[config.mk]
export PLATFORM = sky130hd
export DESIGN_NAME = ifetch_queue
export DESIGN_NICKNAME = d
export VERILOG_FILES = /design/src/rtl/ifetch_queue.sv
export SDC_FILE = /design/constraint.sdc
export NUM_CORES = 1
export LEC_CHECK = 0
export BUFFER_PORTS_ARGS = -buffer_cell sky130_fd_sc_hd__buf_4
export CAP_MARGIN = 20
export CORE_UTILIZATION = 30
export CTS_CLUSTER_SIZE = 14
export DETAILED_ROUTE_END_ITERATION = 8
export PLACE_DENSITY_LB_ADDON = 0.3
export SLEW_MARGIN = 40
export SYNTH_ARGS = -nofsm -noshare
export SYNTH_HDL_FRONTEND = slang
export SYNTH_SLANG_ARGS = --single-unit
[constraint.sdc]
create_clock -name clk -period 11.8 [get_ports clk]
set_input_delay 1.77 -clock clk [delete_from_list [all_inputs] [get_ports clk]]
set_output_delay 1.77 -clock clk [all_outputs]
set_load 0.01 [all_outputs]
[src/rtl/ifetch_queue.sv]
// Instruction-fetch front end: sequential fetch, in-order response collection into a
// prefetch queue, redirect flush. Optional perf counters under `IFETCH_PERF_EN.
module ifetch_queue #(
   parameter int unsigned DEPTH    = 4,
   parameter logic [31:0] RESET_PC = 32'h0000_0000
) (
   input  logic        clk,
   input  logic        rst_n,
   input  logic        redirect_valid,
   input  logic [31:0] redirect_pc,
   output logic        imem_req_valid,
   input  logic        imem_req_ready,
   output logic [31:0] imem_req_addr,
   input  logic        imem_rsp_valid,
   input  logic [31:0] imem_rsp_data,
   output logic        out_valid,
   input  logic        out_ready,
   output logic [31:0] out_inst,
   output logic [31:0] out_pc
`ifdef IFETCH_PERF_EN
   ,
   output logic [31:0] perf_redirects,
   output logic [31:0] perf_dropped
`endif
);
   localparam int unsigned AW = (DEPTH > 1) ? $clog2(DEPTH) : 1;
   localparam int unsigned CW = AW + 1;
   localparam logic [16:0] DEPTH_W = 17'(DEPTH);

   logic [31:0]   fetch_pc;
   logic [31:0]   rsp_pc;
   logic [31:0]   q_inst [DEPTH];
   logic [31:0]   q_pc   [DEPTH];
   logic [AW-1:0] rd_ptr;
   logic [AW-1:0] wr_ptr;
   logic [CW-1:0] count;
   // Outstanding/drop counts can exceed DEPTH across repeated redirects, so they are wide.
   logic [15:0]   o_cnt;
   logic [15:0]   d_cnt;
   logic [15:0]   o_next;
   logic [15:0]   live;
   logic [16:0]   credit_used;
   logic          rsp_fire;
   logic          rsp_drop;
   logic          push;
   logic          pop;
   logic          req_fire;
   logic [31:0]   redirect_aligned;

   assign live             = o_cnt - d_cnt;
   assign credit_used      = 17'(count) + {1'b0, live};
   assign imem_req_valid   = rst_n && !redirect_valid && (credit_used < DEPTH_W);
   assign imem_req_addr    = fetch_pc;
   assign req_fire         = imem_req_valid && imem_req_ready;
   // A response with nothing outstanding is a protocol error and is ignored.
   assign rsp_fire         = imem_rsp_valid && (o_cnt != '0);
   assign rsp_drop         = rsp_fire && (redirect_valid || (d_cnt != '0));
   assign push             = rsp_fire && !rsp_drop;
   assign out_valid        = (count != '0) && !redirect_valid;
   assign pop              = out_valid && out_ready;
   assign out_inst         = (count != '0) ? q_inst[rd_ptr] : '0;
   assign out_pc           = (count != '0) ? q_pc[rd_ptr] : '0;
   assign redirect_aligned = {redirect_pc[31:2], 2'b00};

   always_comb begin
      o_next = o_cnt;
      if (req_fire && !rsp_fire) begin
         o_next = o_cnt + 16'd1;
      end else if (!req_fire && rsp_fire) begin
         o_next = o_cnt - 16'd1;
      end
   end

   always_ff @(posedge clk or negedge rst_n) begin
      if (!rst_n) begin
         fetch_pc <= RESET_PC;
         rsp_pc   <= RESET_PC;
         rd_ptr   <= '0;
         wr_ptr   <= '0;
         count    <= '0;
         o_cnt    <= '0;
         d_cnt    <= '0;
      end else begin
         o_cnt <= o_next;
         if (redirect_valid) begin
            // Everything still in flight belongs to the abandoned path.
            fetch_pc <= redirect_aligned;
            rsp_pc   <= redirect_aligned;
            rd_ptr   <= '0;
            wr_ptr   <= '0;
            count    <= '0;
            d_cnt    <= o_next;
         end else begin
            if (req_fire) fetch_pc <= fetch_pc + 32'd4;
            if (rsp_fire && (d_cnt != '0)) d_cnt <= d_cnt - 16'd1;
            if (push) begin
               wr_ptr <= wr_ptr + 1'b1;
               rsp_pc <= rsp_pc + 32'd4;
            end
            if (pop) rd_ptr <= rd_ptr + 1'b1;
            case ({push, pop})
               2'b10:   count <= count + 1'b1;
               2'b01:   count <= count - 1'b1;
               default: count <= count;
            endcase
         end
      end
   end

   always_ff @(posedge clk) begin
      if (push) begin
         q_inst[wr_ptr] <= imem_rsp_data;
         q_pc[wr_ptr]   <= rsp_pc;
      end
   end

`ifdef IFETCH_PERF_EN
   always_ff @(posedge clk or negedge rst_n) begin
      if (!rst_n) begin
         perf_redirects <= '0;
         perf_dropped   <= '0;
      end else begin
         if (redirect_valid && (perf_redirects != '1)) perf_redirects <= perf_redirects + 32'd1;
         if (rsp_drop && (perf_dropped != '1)) perf_dropped <= perf_dropped + 32'd1;
      end
   end
`endif

endmodule

==> run summary <==
Vias in the first global route: 10100
Clock sink count: 347
Hold crit path type: reg -> reg
Clock Skew: 0.0106 ns
Max VDD drop: 86.8 uV
Number of nets in the layout: 1404
Avg Inst Size Synth: 14.2 sq um
Die span in y: 234 um
Worst r2r src: o_cnt[0]$_DFF_PN0_
Post-Synthesis Cell Area: 16100 sq um
PD cells: 190 nW/um^2
Netlist cell types: 73
Yosys warning count: 0
Mapped Cells: 1135
TritonCTS clock tree: built
EDFF count, synth: 248
Tcrit/Tclk final: 48.8%
Fin crit period: 5.76 ns
Post-Place Setup Slack: 6.00 ns
Number of max-cap violations: 0
Post-CTS setup repair buffer count: 0
WL/cell: 19.4 um
Post-CTS sizing: 0
WP data arrival: 3.99 ns
#FFs+latches synth: 347
RR Endpoint: imem_req_addr[16]$_DFFE_PN0P_
TritonRoute pass-1 iters: 7
First-pass GRT wire length: 59900 um
Design Area, Final: 19500 sq um
TritonCTS Buffers: 39
Core area: 52900 sq um
Violated checks: DRC
Final wirelength: 39400 um
GRT Residual Overflow: 0
Drt drc: 32
Initial core utilization: 30.5%
Top post-synthesis cells by area: edfxtp_1, dfrtp_1, mux4_2
Die Wd: 234 um
Crit-path max FO: 39
Most common cell in the netlist: edfxtp_1
Max Root-Sink Buffers: 3
Area leader, netlist: edfxtp_1
Worst-Skew Late Latency: 0.54 ns
Total power: 3.71 mW
R2R setup slack: 7.13 ns
Slew headroom: 50.4%
Synth Flop Type: edfxtp_1
WP data required: 10.03 ns
Detailed Route Iter0 Violations: 716
Layout cells sized above 1: 27.1%
Crit path to: imem_req_valid
Pin count of the biggest net entering global routing: 66
Synth top area share: 46.2%
Critical Path Start Type: input pin
RSZ-0062 raised after global routing: false
Io pins: 168
R2R depth: 14
Vias: 9824
H-tree Lvls: 2
Leak: 7.08 nW
Setup CP Type: in -> out
Final setup margin: 6.04 ns
Hold Violations, Final: 0
Worst setup path start: rst_n
Placed inst area: 18100 sq um
Commonest cells post-synth: edfxtp_1, dfrtp_1, nand2_1
Vias per Instance: 4.85
CP Capture Type: output pin
Final Wtd Congestion: 0.833
Seq/Total Area, Yosys: 61.5%
Dpl hpwl: 26000 um
Gr usage total: 14.5%
Final slew viol count: 0
Cell chosen for the clock root: clkbuf_16
Port Buf Inserts: 161
FMAX: 0.174 GHz
Antenna violations before repair: 0
Detail Route Antenna Nets: 0
Final setup violation count: 0
Asr flop ratio synth: 28.5%
Die area: 54700 sq um
Rows: 84
Fillers: 5130
Area Overhead vs Synth: 20.7%
Cts-stage hold buffer count: 0
Worst slew pin tran: 0.744 ns
Setup TNS: 0 ns
Status: complete, but fails checks
Clock transition at path regs: 0.06 ns
## stage by stage
stage	cells	hold slack, ns	util, %
after floorplan	1138	0.476	-
after global placement	1952	0.517	34.2
after detailed placement	1952	0.527	34.3
after CTS	2024	0.540	36.8
after global routing	2025	0.578	36.8
final	2027	0.536	36.8
## sequential cells by signal (all words and copies together), names as in the netlist
name / count
rsp_pc: 30
wr_ptr: 2
q_pc: 120
count: 3
o_cnt: 16
imem_req_addr: 30
q_inst: 128
rd_ptr: 2
d_cnt: 16
## routing by layer
metal  vias up  share of wire (%)  GRT usage (%)
met5         -                  0              0
met4         0                2.1           4.18
met3        58                5.5           2.95
met2       193                 49           24.3
met1      4945                 44           18.8
li1       4628                  -              -
## where the power goes
group / leakage (nW) / switching (mW) / total, mW / internal [mW]
Sequential: 3.44 / 0.119 / 1.51 / 1.39
Combinational: 3.01 / 0.555 / 0.978 / 0.423
Clock: 0.643 / 0.480 / 1.22 / 0.742
Total: 7.08 / 1.15 / 3.71 / 2.55
## how the worst min path moves through the flow
stage	endpoint	from	depth (start not counted)	slack, ns
after floorplan	q_pc[0][15]$_DFFE_PP_	rsp_pc[15]$_DFFE_PN0N_	0	0.48
after global placement	q_pc[2][15]$_DFFE_PP_	rsp_pc[15]$_DFFE_PN0N_	0	0.52
after detailed placement	o_cnt[5]$_DFF_PN0_	o_cnt[5]$_DFF_PN0_	1	0.53
after CTS	o_cnt[5]$_DFF_PN0_	o_cnt[5]$_DFF_PN0_	1	0.54
after global routing	o_cnt[15]$_DFF_PN0_	o_cnt[15]$_DFF_PN0_	1	0.58
final	o_cnt[5]$_DFF_PN0_	o_cnt[5]$_DFF_PN0_	1	0.54
## cells in the final DEF (no fill, tap or decap), types with 5 or more instances in the layout
cell         n
o211ai_1     6
nand4_1     22
clkbuf_16   40
dfrtp_1     97
o21ai_1      9
clkinv_2     8
mux4_2      62
xor2_1      37
nor3_1      21
and3_1      12
clkbuf_1     7
inv_1       30
a21o_1       9
nor2b_1     66
edfxtp_1   248
mux2_2      40
o21ai_0     25
clkbuf_8     5
mux2i_1     17
xnor2_1     51
buf_4      168
nand3_1     38
nand2_1     75
or3_1       15
nor4_1       9
nor3_2       5
nor2_1      59
o41ai_1      5
buf_6        6
a21oi_1     24
ha_1        26
and4_1       5
## critical path, stage by stage
cell and delay, ns:
buf_4 0.45, or4b_1 0.49, nor3_1 0.18, nand4_1 0.18, nor4_1 0.26, o2111ai_1 0.22
and3b_1 0.28, buf_4 0.12
## cell type report
| cell class | instances | area, sq um | share of cell area [%] |
|---|---|---|---|
| Multi-Input combinational cell | 712 | 5900 | 30.3 |
| Clock buffer | 52 | 1100 | 5.63 |
| Clock inverter | 20 | 215 | 1.10 |
| Sequential cell | 347 | 9930 | 51.0 |
| Inverter | 31 | 116 | 0.597 |
| Tap cell | 688 | 861 | 4.42 |
| Antenna cell | 2 | 5.00 | 0.0257 |
| Timing Repair Buffer | 175 | 1350 | 6.93 |
## kinds of logic (layout without fill, tap and decap cells)
family	count (synthesis)	in the layout	synth area share [%]
AO/OA/AOI/OAI	109	109	4.54
XOR/XNOR	88	88	4.78
adder cells (fa/ha/maj)	28	28	2.26
buffers and inverters	79	278	2.13
flip-flops	347	347	61.5
multiplexers	122	122	12.7
other	1	6	0.0232
AND/OR/NAND/NOR	361	361	12.0
No activity file was read; power rests on OpenSTA's default activity.
